[src/rtl/ov2640_pkg.sv]
// ---------------------------------------------------------------------------
// ov2640_pkg
// Shared types and constants for the OV2640 SCCB configuration controller.
//   state_e      : controller FSM states
//   reg_entry_t  : one register-table entry {reg_addr, reg_data}
//   END_MARK     : table entry that terminates the sequence
//   DELAY_MARK   : table entry that inserts a quiet wait on the bus
//   build_frame  : packs one 3-phase write into the 27 shifted bit slots
// ---------------------------------------------------------------------------
package ov2640_pkg;

    typedef enum logic [2:0] {
        ST_IDLE,
        ST_FETCH,
        ST_START,
        ST_SEND,
        ST_STOP,
        ST_GAP,
        ST_DELAY,
        ST_DONE
    } state_e;

    typedef struct packed {
        logic [7:0] reg_addr;
        logic [7:0] reg_data;
    } reg_entry_t;

    localparam reg_entry_t END_MARK   = 16'hFFFF;
    localparam reg_entry_t DELAY_MARK = 16'hFFF0;

    localparam int IDX_W = 8;
    typedef logic [IDX_W-1:0] rom_idx_t;

    // DEV_ID, don't-care, reg_addr, don't-care, reg_data, don't-care.
    localparam int FRAME_BITS = 27;
    typedef logic [FRAME_BITS-1:0] frame_t;

    // Don't-care slots are driven high so the bus never sees a forced ACK.
    function automatic frame_t build_frame(input logic [7:0] dev_id,
                                           input reg_entry_t entry);
        return {dev_id, 1'b1, entry.reg_addr, 1'b1, entry.reg_data, 1'b1};
    endfunction

endpackage

[src/rtl/ov2640_registers.sv]
// ---------------------------------------------------------------------------
// ov2640_registers
// Combinational register table for the OV2640 bring-up sequence.
//   index_i : table index, 0 is the first entry
//   entry_o : {reg_addr, reg_data}; END_MARK past the last entry
// The sequence selects sensor bank, soft-resets the sensor, waits, then
// programs a short DSP/sensor init list.
// ---------------------------------------------------------------------------
module ov2640_registers
    import ov2640_pkg::*;
(
    input  rom_idx_t   index_i,
    output reg_entry_t entry_o
);

    // NOTE: the table is pure combinational decode with no storage, so there
    // is nothing to reset; only registered state takes a reset value.
    always_comb begin
        // NOTE: every path through an always_comb must assign its outputs;
        // the default here keeps synthesis from inferring a latch.
        entry_o = END_MARK;
        case (index_i)
            8'd0:    entry_o = 16'hFF01;   // bank select: sensor
            8'd1:    entry_o = 16'h1280;   // COM7 soft reset
            8'd2:    entry_o = DELAY_MARK; // let the sensor come out of reset
            8'd3:    entry_o = 16'hFF00;   // bank select: DSP
            8'd4:    entry_o = 16'h2CFF;
            8'd5:    entry_o = 16'h2EDF;
            8'd6:    entry_o = 16'hFF01;   // bank select: sensor
            8'd7:    entry_o = 16'h3C32;
            8'd8:    entry_o = 16'h1100;   // CLKRC
            8'd9:    entry_o = 16'h0902;   // COM2 output drive
            8'd10:   entry_o = 16'h0428;   // REG04
            8'd11:   entry_o = 16'h13E5;   // COM8 AGC/AEC
            8'd12:   entry_o = 16'h1448;   // COM9 gain ceiling
            8'd13:   entry_o = END_MARK;
            default: entry_o = END_MARK;
        endcase
    end

endmodule

[src/rtl/ov2640_controller.sv]
// ---------------------------------------------------------------------------
// ov2640_controller
// Walks the OV2640 register table after reset and writes every entry over
// SCCB as a 3-phase write, honouring delay entries, then signals completion.
//   clk             : system clock, rising edge
//   rst             : synchronous active-high reset
//   resend          : one-cycle pulse, replays the whole table from entry 0
//   config_finished : high while the whole table has been written
//   sioc / siod     : SCCB clock and data, idle high, registered
//   reset           : camera RESETB, tied inactive (1)
//   pwdn            : camera power-down, tied inactive (0)
// ---------------------------------------------------------------------------
module ov2640_controller
    import ov2640_pkg::*;
#(
    parameter int unsigned CLK_FREQ_HZ  = 27_000_000,
    parameter int unsigned SCCB_FREQ_HZ = 100_000,
    parameter int unsigned DELAY_CYCLES = CLK_FREQ_HZ / 100,
    parameter logic [7:0]  DEV_ID       = 8'h60
) (
    input  logic clk,
    input  logic rst,
    input  logic resend,
    output logic config_finished,
    output logic sioc,
    output logic siod,
    output logic reset,
    output logic pwdn
);

    localparam int unsigned QUARTER  = CLK_FREQ_HZ / (4 * SCCB_FREQ_HZ);
    localparam int          QCNT_W   = (QUARTER > 1) ? $clog2(QUARTER) : 1;
    localparam logic [QCNT_W-1:0] Q_LAST = QCNT_W'(QUARTER - 1);
    localparam logic [31:0] D_LAST   = 32'(DELAY_CYCLES - 1);
    localparam logic [4:0]  LAST_BIT = 5'(FRAME_BITS - 1);

    state_e            state_q, state_d;
    rom_idx_t          idx_q;
    reg_entry_t        entry;
    logic [QCNT_W-1:0] qcnt_q;
    logic [1:0]        phase_q;
    logic [4:0]        bit_q;
    logic [31:0]       dly_q;
    frame_t            frame_q;
    logic              pend_q;
    logic              sioc_q, siod_q;
    logic              sioc_d, siod_d;

    logic in_slot, q_last, slot_last, dly_last, restart_req;

    ov2640_registers u_registers (
        .index_i (idx_q),
        .entry_o (entry)
    );

    // A bit slot is four quarters; phase_q names the quarter within the slot.
    assign in_slot   = state_q inside {ST_START, ST_SEND, ST_STOP, ST_GAP};
    assign q_last    = (qcnt_q == Q_LAST);
    assign slot_last = q_last && (phase_q == 2'd3);
    assign dly_last  = (dly_q == D_LAST);

    // A resend seen now, or one held back until the current write/delay ended.
    assign restart_req = resend | pend_q;

    // ---------------------------------------------------------------- state
    always_ff @(posedge clk) begin
        // NOTE: clocked state uses non-blocking assignments so every register
        // samples the pre-edge values, independent of statement order.
        if (rst) state_q <= ST_IDLE;
        else     state_q <= state_d;
    end

    // ------------------------------------------------------------ next state
    always_comb begin
        state_d = state_q;
        unique case (state_q)
            ST_IDLE:  state_d = ST_FETCH;
            ST_FETCH: begin
                if (restart_req)               state_d = ST_IDLE;
                else if (entry == END_MARK)    state_d = ST_DONE;
                else if (entry == DELAY_MARK)  state_d = ST_DELAY;
                else                           state_d = ST_START;
            end
            ST_START: if (slot_last) state_d = ST_SEND;
            ST_SEND:  if (slot_last && (bit_q == LAST_BIT)) state_d = ST_STOP;
            ST_STOP:  if (slot_last) state_d = ST_GAP;
            ST_GAP:   if (slot_last) state_d = restart_req ? ST_IDLE : ST_FETCH;
            ST_DELAY: if (dly_last)  state_d = restart_req ? ST_IDLE : ST_FETCH;
            ST_DONE:  if (resend)    state_d = ST_IDLE;
            default:  state_d = ST_IDLE;
        endcase
    end

    // --------------------------------------------------------------- outputs
    // START: 1/1, 1/0, 1/0, 0/0 -> data falls while clock is high.
    // SEND : clock low for two quarters then high; data held for the slot.
    // STOP : 0/0, 1/0, 1/1, 1/1 -> data rises while clock is high.
    always_comb begin
        sioc_d = 1'b1;
        siod_d = 1'b1;
        unique case (state_q)
            ST_START: begin
                sioc_d = (phase_q != 2'd3);
                siod_d = (phase_q == 2'd0);
            end
            ST_SEND: begin
                sioc_d = phase_q[1];
                siod_d = frame_q[FRAME_BITS-1];
            end
            ST_STOP: begin
                sioc_d = (phase_q != 2'd0);
                siod_d = phase_q[1];
            end
            default: ;
        endcase
    end

    assign sioc            = sioc_q;
    assign siod            = siod_q;
    assign config_finished = (state_q == ST_DONE);
    assign reset           = 1'b1;
    assign pwdn            = 1'b0;

    // -------------------------------------------------------------- datapath
    always_ff @(posedge clk) begin
        if (rst) begin
            idx_q   <= '0;
            qcnt_q  <= '0;
            phase_q <= '0;
            bit_q   <= '0;
            dly_q   <= '0;
            frame_q <= '1;
            pend_q  <= 1'b0;
            sioc_q  <= 1'b1;
            siod_q  <= 1'b1;
        end else begin
            sioc_q <= sioc_d;
            siod_q <= siod_d;

            // Every exit from a slot state happens on slot_last, so the
            // quarter counter and phase are back at zero when a new one starts.
            if (in_slot) begin
                if (q_last) begin
                    qcnt_q  <= '0;
                    phase_q <= phase_q + 2'd1;
                end else begin
                    qcnt_q <= qcnt_q + QCNT_W'(1);
                end
            end

            if (state_q == ST_FETCH) begin
                frame_q <= build_frame(DEV_ID, entry);
            end else if ((state_q == ST_SEND) && slot_last) begin
                frame_q <= {frame_q[FRAME_BITS-2:0], 1'b1};
                bit_q   <= (bit_q == LAST_BIT) ? 5'd0 : bit_q + 5'd1;
            end

            if (state_q == ST_DELAY) begin
                dly_q <= dly_last ? 32'd0 : dly_q + 32'd1;
            end

            if (state_d == ST_IDLE)  pend_q <= 1'b0;
            else if (resend)         pend_q <= 1'b1;

            if (state_d == ST_IDLE) begin
                idx_q <= '0;
            end else if ((state_d == ST_FETCH) &&
                         ((state_q == ST_GAP) || (state_q == ST_DELAY))) begin
                idx_q <= idx_q + rom_idx_t'(1);
            end
        end
    end

endmodule

[config.mk]
export PLATFORM = sky130hd
export DESIGN_NAME = ov2640_controller
export DESIGN_NICKNAME = d
export VERILOG_FILES = /design/src/rtl/ov2640_pkg.sv /design/src/rtl/ov2640_registers.sv /design/src/rtl/ov2640_controller.sv
export SDC_FILE = /design/constraint.sdc
export NUM_CORES = 1
export LEC_CHECK = 0
export CAP_MARGIN = 15
export CORE_MARGIN = 2
export CORE_UTILIZATION = 35
export CTS_BUF_LIST = sky130_fd_sc_hd__clkbuf_8
export CTS_CLUSTER_SIZE = 28
export DETAILED_ROUTE_END_ITERATION = 8
export DONT_BUFFER_PORTS = 1
export SYNTH_ARGS = -nofsm -noshare
export SYNTH_HDL_FRONTEND = slang
export SYNTH_SLANG_ARGS = --single-unit
[constraint.sdc]
create_clock -name clk -period 3.06 [get_ports clk]
set_input_delay 0.459 -clock clk [delete_from_list [all_inputs] [get_ports clk]]
set_output_delay 0.459 -clock clk [all_outputs]
set_load 0.02 [all_outputs]
### After elaboration in Yosys (flattened, before gate mapping)

Memory sizes are Yosys's and may differ from the RTL's. A register that Yosys moved wholly into a read port is not among the register bits.
Cells that the tools add are included.

| operators by class | value |
|---|---|
| equality and inequality tests | 15 |
| mux-type cells | 21 |
| $add $sub $neg | 5 |
| reduce and logical (&&, ||, !) cells | 16 |
| bitwise gates (word level) | 2 |

Operators by type and width:

| kind | count |
|---|---|
| $mux W27 | 2 |
| $add A32 B1 Y32 const B | 1 |
| $eq A16 B16 Y1 const B | 2 |
| $eq A32 B19 Y1 const B | 1 |
| $mux W32 | 1 |
| $mux W3 | 9 |
| $pmux W3 S8 | 1 |
| $mux W16 | 1 |
| $eq A3 B3 Y1 const B | 4 |
| $add A8 B1 Y8 const B | 1 |
| $mux W4 | 2 |
| $add A7 B1 Y7 const B | 1 |
| $eq A7 B7 Y1 const B | 1 |
| $mux W7 | 1 |
| $eq A3 B1 Y1 const B | 2 |
| $eq A3 B2 Y1 const B | 2 |
| $logic_not A3 Y1 | 2 |
| $pmux W1 S3 | 2 |
| $add A5 B1 Y5 const B | 1 |
| $eq A5 B5 Y1 const B | 1 |
| $mux W5 | 1 |
| $logic_and A1 B1 Y1 | 4 |
| $logic_not A4 Y1 | 1 |
| $reduce_and A2 Y1 | 2 |
| other kinds (11) | 13 |

| storage, ports and cells | value |
|---|---|
| register bits after elaboration | 86 |
| memories | 1 |
| output and inout bits | 5 |
| input bits | 3 |
| ROM bits | 256 |
| word-level logic and storage cells | 71 |

Memory list:

| name | depth | width | read ports | clocked after memory_dff | wr ports | line | source |
|---|---|---|---|---|---|---|---|
| (no name shown) | 16 | 16 | 1 | 1 | 0 | ov2640_registers.sv:22 | `case (index_i)` |

### Depth between registers and ports, before layout

Gate-level depths: netlist (run 1).

| depth | value |
|---|---|
| depth in word-level cells | 11 |
| mapped depth | 14 |
| gate-level depth less buffers | 14 |

### By module

A second synthesis (run 1) with hierarchy kept.

| unflattened totals | value |
|---|---|
| cell total of the unflattened synthesis | 546 |
| area total of the unflattened synthesis | 4594.4 sq um |

Modules (own cells, without submodules):

| module | cells each | area an instance (sq um) | instances | sequential area each (sq um) |
|---|---|---|---|---|
| ov2640_controller | 482 | 4162.7 | 1 | 1721.7 |
| ov2640_registers | 64 | 431.7 | 1 | 0.0 |

### Worst setup path after synthesis (run 1)

No wires, ideal clock.

| timing path | value |
|---|---|
| kind | reg2reg |
| from | register dly_q[0] |
| to | register with a tool-made name |
| clock period less this slack | 3384 ps |
| cell stages (with the launch flop) | 14 |
| library setup time | 134 ps |
| data arrival time | 3249 ps |
| path slack | -324 ps |
| required time | 2926 ps |
| buffers on the path | 0 |
| cell sequence | dfxtp_1 > ha_1 > nor4b_1 > nand3_1 > nor3b_4 > a2111oi_4 > a21oi_2 > mux2i_1 > nor2_1 > inv_1 > ha_1 > inv_1 > o32ai_1 > a221oi_2 |

RTL lines:

| what | line | source |
|---|---|---|
| start: declaration | ov2640_controller.sv:43 | `logic [31:0] dly_q;` |
| start signal: assignment | ov2640_controller.sv:159 | `dly_q <= dly_last ? 32'd0 : dly_q + 32'd1;` |

==> impl_summary.log, run 1 <==
[metrics] TritonCTS clock tree: done
[metrics] fillers: 1,383
[metrics] synthesis-to-finish area growth: 16.5%
[metrics] H-Tree Level Count: 3
[metrics] number of vias in the routed layout: 4,309
[metrics] distinct cell type count after synthesis: 74
[metrics] Die H: 125 µm
[metrics] total wirelength of the detailed-routed design: 11,600 µm
[metrics] period utilization: between 90 and 100%
[metrics] global-route wire length before repair: 19,300 µm
[metrics] GPL Wtd Cong: 0.901
[metrics] core footprint: 0.0144 mm²
[metrics] cell area after synthesis: 0.00511 mm²
[metrics] average wire length per cell after detail routing: 14.2 µm
[metrics] die area: around 0.016 mm²
[metrics] path class of the lowest-slack min-delay path: in -> reg
[metrics] final core area utilization: 41.4%
[metrics] ratio of total power to cell area: ~400 mW/mm²
[metrics] estimated wirelength of the detail-placed design: 8290 µm
[metrics] overall die width: 125 µm
[metrics] worst IR drop on VDD: 0.000197 V
[metrics] detailed router's first-iteration violation count: 216
[metrics] type of destination of the critical path: register
[metrics] Synth area leader: dfxtp_1
[metrics] Critical path origin: qcnt_q[0]$_SDFFE_PP0P_
[metrics] number of warnings printed during yosys synthesis: 0
[metrics] result of the run: completed
[metrics] latest clock arrival within the worst-skew pair: roughly 0.38 ns
[metrics] syn avg cell area: 8.57 µm²
[metrics] number of enable flip-flop cells after synthesis: 0
[metrics] R2R setup slack: 0.03 ns
[metrics] maximum clock frequency: 0.330 GHz
[metrics] sequential fraction of the synthesis area: 39.6%
[metrics] Final Setup Violations: 0
[metrics] RSZ-0062 raised after global routing: true
[metrics] clock edge transition at the registers on the reported setup and hold paths: 0.11 ns
[metrics] cts hold-fix bufs: 0
[metrics] aggregate global-route resource usage: 14.9%
[metrics] clock tree root driver cell: clkbuf_8
[metrics] source of the worst register-to-register timing path: qcnt_q[0]$_SDFFE_PP0P_
[metrics] CTS Buffer Depth: 2
[metrics] antenna-violating nets left: 0
[metrics] number of ports placed on the die boundary: 8
[metrics] area after detailed placement: roughly 0.0056 mm²
[metrics] Worst Reg2Reg Path Length in Cells: 14
[metrics] worst hold stages: 1
[metrics] Final Hold Vio Count: 0
[metrics] area share of the leading cell type in the synthesized netlist: 39.6%
[metrics] launch instance of the worst min-delay path: rst
[metrics] number of inserted diodes: 0
[metrics] first-pass iteration count of the detailed router: 5
[metrics] Syn Nets: 617
[metrics] TritonCTS Sinks: 101
[metrics] GRT Residual Overflow: 0
[metrics] Final #Nets: ~650
[metrics] async set-or-reset flop fraction in the synthesized netlist: 0%
[metrics] largest fanout on the critical path: 5
[metrics] number of violations of the max-capacitance limit: 0
[metrics] register bit total from synthesis: 101
[metrics] initial core utilization: a little over a third
[metrics] Pleak: ~0.0022 µW
[metrics] detailed-route DRC error count: 0
[metrics] crit path launch type: register
[metrics] post-route cell area: 0.00595 mm²
[metrics] most repeated cell in the gate-level netlist after synthesis: nor2_1
[metrics] arrival time of the worst setup path: 3.30 ns
[metrics] Req. time, crit path: roughly 3.3 ns
[metrics] most instantiated flip-flop cell in the synthesis netlist: dfxtp_1
[metrics] count of mapped cells out of synthesis: roughly 600
[metrics] slew of the pin with the lowest slew margin: 0.968 ns
[metrics] Worst Path Class, Setup: reg -> reg
[metrics] total negative slack: 0 ns
[metrics] clk_skew: 0.0185 ns
[metrics] pin count of the biggest net entering global routing: 40
[metrics] cell types with the highest counts after synthesis: nor2_1 (107), dfxtp_1 (101), nand2_1 (36), nand3_1 (26), xor2_1 (22)
[metrics] input/output buffers: 0
[metrics] fraction of layout instances using a drive strength above 1: between 10% and 20%
[metrics] tightest slew margin relative to the limit: approximately 35%
[metrics] antenna violations before repair: 0
[metrics] Via density: between 5 and 6
[metrics] number of standard-cell rows in the floorplan: 44
[metrics] top post-synthesis cells by area: dfxtp_1 (40%), nor2_1 (7.9%), ha_1 (4.4%)
[metrics] fin. max-slew vios: 0
[metrics] cts bufs inserted: 9
[metrics] Min Clock Period, post-route: slightly above 3 ns
[metrics] number of global-route vias before repair: 4,031
-- per-stage QoR --
step	instances	total power (µW)	hold WS [ns]	setup WS (ns)
6_report	819	2370	0.143	0.0297
3_3_place_gp	793	1540	0.452	0.0393
3_5_place_dp	793	1540	0.461	-0.0459
5_1_grt	819	2480	0.118	-0.0983
4_1_cts	812	2400	0.131	0.00532
2_1_floorplan	596	1510	0.439	-0.0181
-- layer usage --
metal  vias to the layer above  track usage (%)  wire, µm  part of all wire (%)
met4                         0             6.01       214                   1.8
met1                      2077             19.9      5590                    48
met5                         -                0         0                     0
met2                        59             23.6      5410                    47
met3                        18             2.84       402                   3.5
li1                       2155                -         -                     -
-- path summary, 6_finish.rpt --
kind / end
worst min register to register: frame_q[18]$_SDFFE_PP1P_
worst max-delay path: register
worst max register to register: register
worst min-delay path: phase_q[0]$_SDFFE_PP0P_
-- critical path: stages, from the launching register on --
cell,delay [ns]
dfxtp_2,0.36
inv_2,0.05
ha_4,0.15
and3b_2,0.21
and2_4,0.15
o2111a_2,0.27
a2111oi_4,0.41
a21oi_4,0.15
mux2i_4,0.23
nor2_4,0.17
inv_2,0.08
ha_4,0.30
inv_4,0.04
o32ai_4,0.26
a221oi_2,0.09
-- timing repair --
item | 4_1_cts | 5_1_grt
buffers inserted | 3 | 7
gates resized for setup | 5 | 23
endpoints found under the setup margin | 7 | 15
pin swaps | 4 | 15
-- logic make-up after synthesis --
family / synth area share, %
compound gates: 13.7
fa+ha+maj: 4.41
xor+xnor: 6.83
simple gates: 28.4
buf+inv: 3.87
other cells: 0.147
flops: 39.6
mux: 3.04
-- layout make-up --
type | instances | area (µm²) | share of cell area, %
multi-input combinational | 449 | 3050 | 51.2
sequential | 101 | 2030 | 34.1
timing repair buffer | 50 | 375 | 6.31
tap | 184 | 230 | 3.87
clock buffer | 9 | 124 | 2.08
inverter | 19 | 76.3 | 1.28
clock inverter | 7 | 70.1 | 1.18
-- layout by cell type, fill, tap and decap left out, types with 4 or more instances in the layout --
| cell type | instances |
|---|---|
| and3_1 | 12 |
| nor2_1 | 105 |
| nor3_1 | 9 |
| clkbuf_8 | 9 |
| mux2i_1 | 13 |
| nand4_1 | 18 |
| nand2b_1 | 15 |
| o21bai_1 | 6 |
| nand2_1 | 36 |
| dfxtp_1 | 95 |
| o21ai_0 | 15 |
| and4_1 | 5 |
| nor4_1 | 8 |
| xnor2_1 | 15 |
| nand3_1 | 26 |
| dfxtp_2 | 6 |
| or3_1 | 8 |
| ha_1 | 14 |
| o22ai_1 | 14 |
| xor2_1 | 22 |
| inv_1 | 13 |
| inv_2 | 5 |
| a211oi_1 | 4 |
| buf_4 | 50 |
| a21oi_1 | 17 |
-- power breakdown --
group | switching (µW) | leakage (µW) | total [µW] | internal [µW]
Combinational | 96.6 | 0.00129 | 164 | 67.7
Clock | 471 | 0.000106 | 853 | 382
Sequential | 14.8 | 0.000822 | 1350 | 1340
Note: power is estimated with default switching activity, not from simulation.
==> run 2, diff against run 1 <==
--- a/config.mk
+++ b/config.mk
@@ -8,7 +8,7 @@
 export CAP_MARGIN = 15
 export CORE_MARGIN = 2
 export CORE_UTILIZATION = 35
-export CTS_BUF_LIST = sky130_fd_sc_hd__clkbuf_8
+export CTS_BUF_LIST = sky130_fd_sc_hd__clkbuf_16
 export CTS_CLUSTER_SIZE = 28
 export DETAILED_ROUTE_END_ITERATION = 8
 export DONT_BUFFER_PORTS = 1
==> impl_summary.log, run 2 (same netlist as run 1, synthesis figures left out) <==
[metrics] global-route wire length before repair: 19,300 µm (about the same)
[metrics] slew of the pin with the lowest slew margin: 0.944 ns (-0.0234 ns)
[metrics] number of ports placed on the die boundary: 8 (unchanged)
[metrics] result of the run: completed
[metrics] TritonCTS Sinks: 101 (unchanged)
[metrics] TritonCTS clock tree: done
[metrics] total wirelength of the detailed-routed design: 11,700 µm (+0.44%)
[metrics] Die H: 125 µm (unchanged)
[metrics] met2 track utilization from global routing: 23.5% (-0.064 points)
[metrics] maximum clock frequency: 0.329 GHz (-0.37%)
[metrics] most frequent standard cell in the layout excluding fill and tap cells: nor2_1
[metrics] Via density: 5.28 (+0.40%)
[metrics] final cell count without fillers: 821 (+0.24%)
[metrics] Final Setup Violations: 0 (unchanged)
[metrics] die area: 0.0156 mm² (unchanged)
[metrics] type of destination of the critical path: register
[metrics] antenna violations before repair: 0 (unchanged)
[metrics] Setup WS post-layout: 0.0185 ns (-0.0112 ns)
[metrics] number of inserted diodes: 0 (unchanged)
[metrics] latest clock arrival within the worst-skew pair: 0.35 ns (-0.03 ns)
[metrics] Worst Path Class, Setup: reg -> reg
[metrics] GR Util met3: 3.22% (+0.39 points)
[metrics] fraction of layout instances using a drive strength above 1: 20.3% (+0.72 points)
[metrics] initial core utilization: 35.5% (unchanged)
[metrics] H-Tree Level Count: 3 (unchanged)
[metrics] R2R setup slack: 0.02 ns (about the same)
[metrics] pin count of the biggest net entering global routing: 40 (unchanged)
[metrics] clock tree root driver cell: clkbuf_16
[metrics] first-pass iteration count of the detailed router: 4 (-1)
[metrics] fin. max-slew vios: 0 (unchanged)
[metrics] Final Hold Vio Count: 0 (unchanged)
[metrics] estimated wirelength of the detail-placed design: 8290 µm (unchanged)
[metrics] GRT Residual Overflow: 0 (unchanged)
[metrics] global routing met1 resource utilization: 19.9% (unchanged)
[metrics] number of violations of the max-capacitance limit: 0 (unchanged)
[metrics] path class of the lowest-slack min-delay path: in -> reg
[metrics] core footprint: 0.0144 mm² (unchanged)
[metrics] detailed-route DRC error count: 0 (unchanged)
[metrics] total negative slack: 0 ns (unchanged)
[metrics] largest fanout on the critical path: 5 (unchanged)
[metrics] clock edge transition at the registers on the reported setup and hold paths: 0.07 ns (-0.04 ns)
[metrics] Pleak: 0.00228 µW (+2.7%)
[metrics] crit path launch type: register
[metrics] number of standard-cell rows in the floorplan: 44 (unchanged)
[metrics] average wire length per cell after detail routing: 14.2 µm (+0.19%)
[metrics] cts bufs inserted: 9 (unchanged)
[metrics] worst IR drop on VDD: 0.000231 V (+17%)
[metrics] input/output buffers: 0 (unchanged)
[metrics] commonest cells after routing, fill and taps aside: nor2_1 (105), dfxtp_1 (96), buf_4 (51)
[metrics] Min Clock Period, post-route: 3.04 ns (+0.0112 ns)
[metrics] DP Worst Slack: -0.0459 ns (unchanged)
[metrics] antenna-violating nets left: 0 (unchanged)
[metrics] cts hold-fix bufs: 0 (unchanged)
[metrics] number of placed cells counting well taps: 793 (unchanged)
[metrics] aggregate global-route resource usage: 14.9% (+0.064 points)
[metrics] Req. time, crit path: 3.29 ns (-0.04 ns)
[metrics] overall die width: 125 µm (unchanged)
[metrics] synthesis-to-finish area growth: 19.3%
[metrics] Final #Nets: 653 (+0.31%)
[metrics] period utilization: 99.4% (+0.37 points)
[metrics] tightest slew margin relative to the limit: 37.1% (+1.6 points)
[metrics] CTS Buffer Depth: 2 (unchanged)
[metrics] number of vias in the routed layout: 4,337 (+0.65%)
[metrics] number of global-route vias before repair: 4,018 (-0.32%)
[metrics] RSZ-0062 raised after global routing: true
[metrics] detailed router's first-iteration violation count: 242 (+12%)
[metrics] peak-usage layer in the global routing report: met2
[metrics] GPL Wtd Cong: 0.901 (unchanged)
[metrics] arrival time of the worst setup path: 3.27 ns (-0.03 ns)
[metrics] clk_skew: 0.0102 ns (-0.00823 ns)
[metrics] ratio of total power to cell area: 438 mW/mm² (+10%)
-- run 2: metrics by stage --
step,util [%],total power (µW),instance area (µm²),hold slack [ns]
after global placement,38.8,1540,5580,0.452
after global routing,42.4,2770,6090,0.155
after detailed placement,38.8,1540,5580,0.461
final,42.4,2670,6090,0.172
after CTS,41.1,2690,5910,0.167
after floorplan,-,1510,5170,0.439
-- run 2: worst paths after layout --
| kind | from | cells past startpoint | end |
|---|---|---|---|
| max | qcnt_q[0]$_SDFFE_PP0P_ | 14 | register |
| min reg2reg | frame_q[18]$_SDFFE_PP1P_ | 2 | frame_q[18]$_SDFFE_PP1P_ |
| max reg2reg | qcnt_q[0]$_SDFFE_PP0P_ | 14 | register |
| min | rst | 1 | phase_q[0]$_SDFFE_PP0P_ |
-- run 2: what timing repair did --
action | in CTS | in global routing
pin swaps | 5 | 15
gates cloned | 0 | 0
gates resized for setup | 5 | 28
setup endpoints to repair | 7 | 15
buffers inserted | 3 | 9
-- run 2: routing by layer --
layer  share of wire (%)  vias up
li1                    -     2167
met1                  48     2086
met2                  47       66
met3                 3.1       18
met4                 1.8        0
met5                   0        -
-- run 2: cell type report --
| cell class | instances | area (µm²) |
|---|---|---|
| fillers | 1364 | 8280 |
| multi-input cells | 449 | 3060 |
| flip-flops and latches | 101 | 2030 |
| repair buffers | 52 | 398 |
| well taps | 184 | 230 |
| clock buffers | 9 | 225 |
| inverters | 19 | 76.3 |
| clock inverters | 7 | 70.1 |
-- run 2: worst max-delay path: stages, from the launching register on --
cell       delay (ns)
dfxtp_2          0.35
inv_2            0.05
ha_4             0.15
and3b_2          0.21
and2_4           0.15
o2111a_2         0.27
a2111oi_4        0.40
a21oi_4          0.15
mux2i_4          0.24
nor2_4           0.19
inv_2            0.08
ha_4             0.30
inv_4            0.04
o32ai_4          0.26
a221oi_2         0.09
-- run 2: power by group --
group	switching (µW)	internal (µW)	leakage, µW	total, µW
sequential	15.0	1340	0.000821	1360
combinational	97.8	72.3	0.00130	170
clock	507	637	0.000152	1140
==> run 3, diff against run 2 <==
--- a/config.mk
+++ b/config.mk
@@ -12,6 +12,7 @@
 export CTS_CLUSTER_SIZE = 28
 export DETAILED_ROUTE_END_ITERATION = 8
 export DONT_BUFFER_PORTS = 1
+export MAX_ROUTING_LAYER = met4
 export SYNTH_ARGS = -nofsm -noshare
 export SYNTH_HDL_FRONTEND = slang
 export SYNTH_SLANG_ARGS = --single-unit
==> impl_summary.log, run 3 (same netlist as run 1, synthesis figures left out) <==
[metrics] ratio of total power to cell area: 431 mW/mm² (-1.6%)
[metrics] aggregate global-route resource usage: 15.5% (+0.52 points)
[metrics] area after detailed placement: 0.00552 mm² (-1.1%)
[metrics] critical path's largest stage delay: 0.39 ns (about the same)
[metrics] estimated wirelength of the detail-placed design: 8150 µm (-1.7%)
[metrics] slew of the pin with the lowest slew margin: 0.936 ns (-0.00797 ns)
[metrics] Via density: 5.24 (-0.83%)
[metrics] first-pass iteration count of the detailed router: 4 (unchanged)
[metrics] Critical Path, Cell by Cell: inv_2 -> ha_2 -> and3b_2 -> and2_4 -> a31o_4 -> a2111oi_4 -> a21oi_4 -> mux2i_4 -> nor2_4 -> inv_2 -> ha_4 -> inv_4 -> o32ai_4 -> a221oi_2
[metrics] source of the worst register-to-register timing path: qcnt_q[0]$_SDFFE_PP0P_
[metrics] fraction of layout instances using a drive strength above 1: 17.5% (-2.8 points)
[metrics] worst IR drop on VDD: 0.000245 V (+6.1%)
[metrics] detailed router's first-iteration violation count: 283 (+17%)
[metrics] commonest cells after routing, fill and taps aside: nor2_1 (105), dfxtp_1 (98), buf_4 (38)
[metrics] cell with the largest stage delay on the worst path: a2111oi_4
[metrics] synthesis-to-finish area growth: 16.9%
[metrics] GRT Residual Overflow: 0 (unchanged)
[metrics] number of ports placed on the die boundary: 8 (unchanged)
[metrics] maximum clock frequency: 0.333 GHz (+1.4%)
[metrics] Min Clock Period, post-route: 3.00 ns (-0.0421 ns)
[metrics] detailed-route DRC error count: 0 (unchanged)
[metrics] CP Depth: 14 (unchanged)
[metrics] Final Hold Vio Count: 0 (unchanged)
[metrics] number of standard-cell rows in the floorplan: 44 (unchanged)
[metrics] post-route cell area: 0.00597 mm² (-2.0%)
[metrics] RSZ-0062 raised after global routing: true
[metrics] antenna-violating nets left: 0 (unchanged)
[metrics] TritonCTS clock tree: done
[metrics] Die H: 125 µm (unchanged)
[metrics] initial core utilization: 35.5% (unchanged)
[metrics] Design Power: 2570 µW (-3.6%)
[metrics] clock tree root driver cell: clkbuf_16
[metrics] Final Setup Violations: 0 (unchanged)
[metrics] clock edge transition at the registers on the reported setup and hold paths: 0.07 ns (about the same)
[metrics] result of the run: completed
[metrics] clk_skew: 0.00856 ns (-0.00169 ns)
[metrics] arrival time of the worst setup path: 3.23 ns (-0.04 ns)
[metrics] crit path launch type: register
[metrics] largest delay contributor family on the critical path: compound AO/OA/AOI/OAI gates
[metrics] R2R setup slack: 0.06 ns (+0.04 ns)
[metrics] cell occurring most often along the worst timing path: inv_2
[metrics] Worst Path Class, Setup: reg -> reg
[metrics] path class of the lowest-slack min-delay path: in -> reg
[metrics] total negative slack: 0 ns (unchanged)
[metrics] global-route wire length before repair: 19,500 µm (+0.93%)
[metrics] CTS Buffer Depth: 2 (unchanged)
[metrics] fin. max-slew vios: 0 (unchanged)
[metrics] total wirelength of the detailed-routed design: 11,600 µm (-0.69%)
[metrics] TritonCTS Sinks: 101 (unchanged)
[metrics] number of inserted diodes: 0 (unchanged)
[metrics] Worst Reg2Reg Path Length in Cells: 14 (unchanged)
[metrics] number of vias in the routed layout: 4,233 (-2.4%)
[metrics] buffers plus inverters on the worst setup path: 3 (unchanged)
[metrics] average wire length per cell after detail routing: 14.3 µm (+0.90%)
[metrics] core footprint: 0.0144 mm² (unchanged)
[metrics] die area: 0.0156 mm² (unchanged)
[metrics] tightest slew margin relative to the limit: 37.6% (+0.53 points)
[metrics] latest clock arrival within the worst-skew pair: 0.35 ns (about the same)
[metrics] most frequent standard cell in the layout excluding fill and tap cells: nor2_1
[metrics] number of global-route vias before repair: 3,994 (-0.60%)
[metrics] Critical path origin: qcnt_q[0]$_SDFFE_PP0P_
[metrics] largest fanout on the critical path: 5 (unchanged)
[metrics] Req. time, crit path: 3.29 ns (about the same)
[metrics] input/output buffers: 0 (unchanged)
[metrics] H-Tree Level Count: 3 (unchanged)
[metrics] period utilization: 98.0% (-1.4 points)
[metrics] GPL Wtd Cong: 0.895 (-0.58%)
[metrics] pin count of the biggest net entering global routing: 40 (unchanged)
[metrics] Pleak: 0.00220 µW (-3.5%)
[metrics] number of violations of the max-capacitance limit: 0 (unchanged)
[metrics] launch instance of the worst min-delay path: rst
[metrics] cts bufs inserted: 9 (unchanged)
[metrics] antenna violations before repair: 0 (unchanged)
[metrics] type of destination of the critical path: register
[metrics] overall die width: 125 µm (unchanged)
[metrics] Final #Nets: 640 (-2.0%)
[run 3: cell types whose count changed in the layout (fill, tap and decap cells not counted), sizes merged]
cell and change:
buf -13, clkinvlp +1, bufinv -1, clkinv +3, inv -3
[run 3: layer usage]
| metal | global-route usage [%] | wire length, µm |
|---|---|---|
| met5 | - | 0 |
| met4 | 4.36 | 171 |
| met3 | 3.57 | 593 |
| met2 | 23.8 | 5440 |
| met1 | 20.4 | 5370 |
[run 3: cell type report]
cell class	instances	area (µm²)
Fill cell	1409	8400
Multi-Input combinational cell	449	3070
Sequential cell	101	2030
Timing Repair Buffer	39	297
Tap cell	184	230
Clock buffer	9	225
Inverter	19	76.3
Clock inverter	7	43.8
[run 3: timing repair]
item	in CTS	in global routing
setup buffers	0	7
pin swaps	0	12
hold buffers	0	0
setup endpoints to repair	5	13
gates resized for setup	4	27
[run 3: how the worst min path moves through the flow]
stage                                           to  slack [ns]  cells past startpoint
after global routing       phase_q[0]$_SDFFE_PP0P_        0.16                      1
final                      phase_q[1]$_SDFFE_PP0P_        0.18                      1
after floorplan           frame_q[18]$_SDFFE_PP1P_        0.44                      2
after global placement    frame_q[24]$_SDFFE_PP1P_        0.45                      2
after CTS                  phase_q[1]$_SDFFE_PP0P_        0.17                      1
after detailed placement  frame_q[18]$_SDFFE_PP1P_        0.46                      2
[run 3: power breakdown]
part           switching, µW  total [µW]  internal, µW
registers               15.9        1360          1340
logic                   97.3         168          71.0
clock network            503        1050           547
[run 3: stage by stage]
step | cells | util, % | setup slack [ns] | hold slack (ns)
after floorplan | 596 | - | -0.0181 | 0.439
after global placement | 785 | 38.4 | 0.0823 | 0.454
after detailed placement | 785 | 38.4 | -0.0725 | 0.456
after CTS | 801 | 40.4 | 0.0248 | 0.170
after global routing | 808 | 41.6 | -0.0600 | 0.163
final | 808 | 41.6 | 0.0607 | 0.178
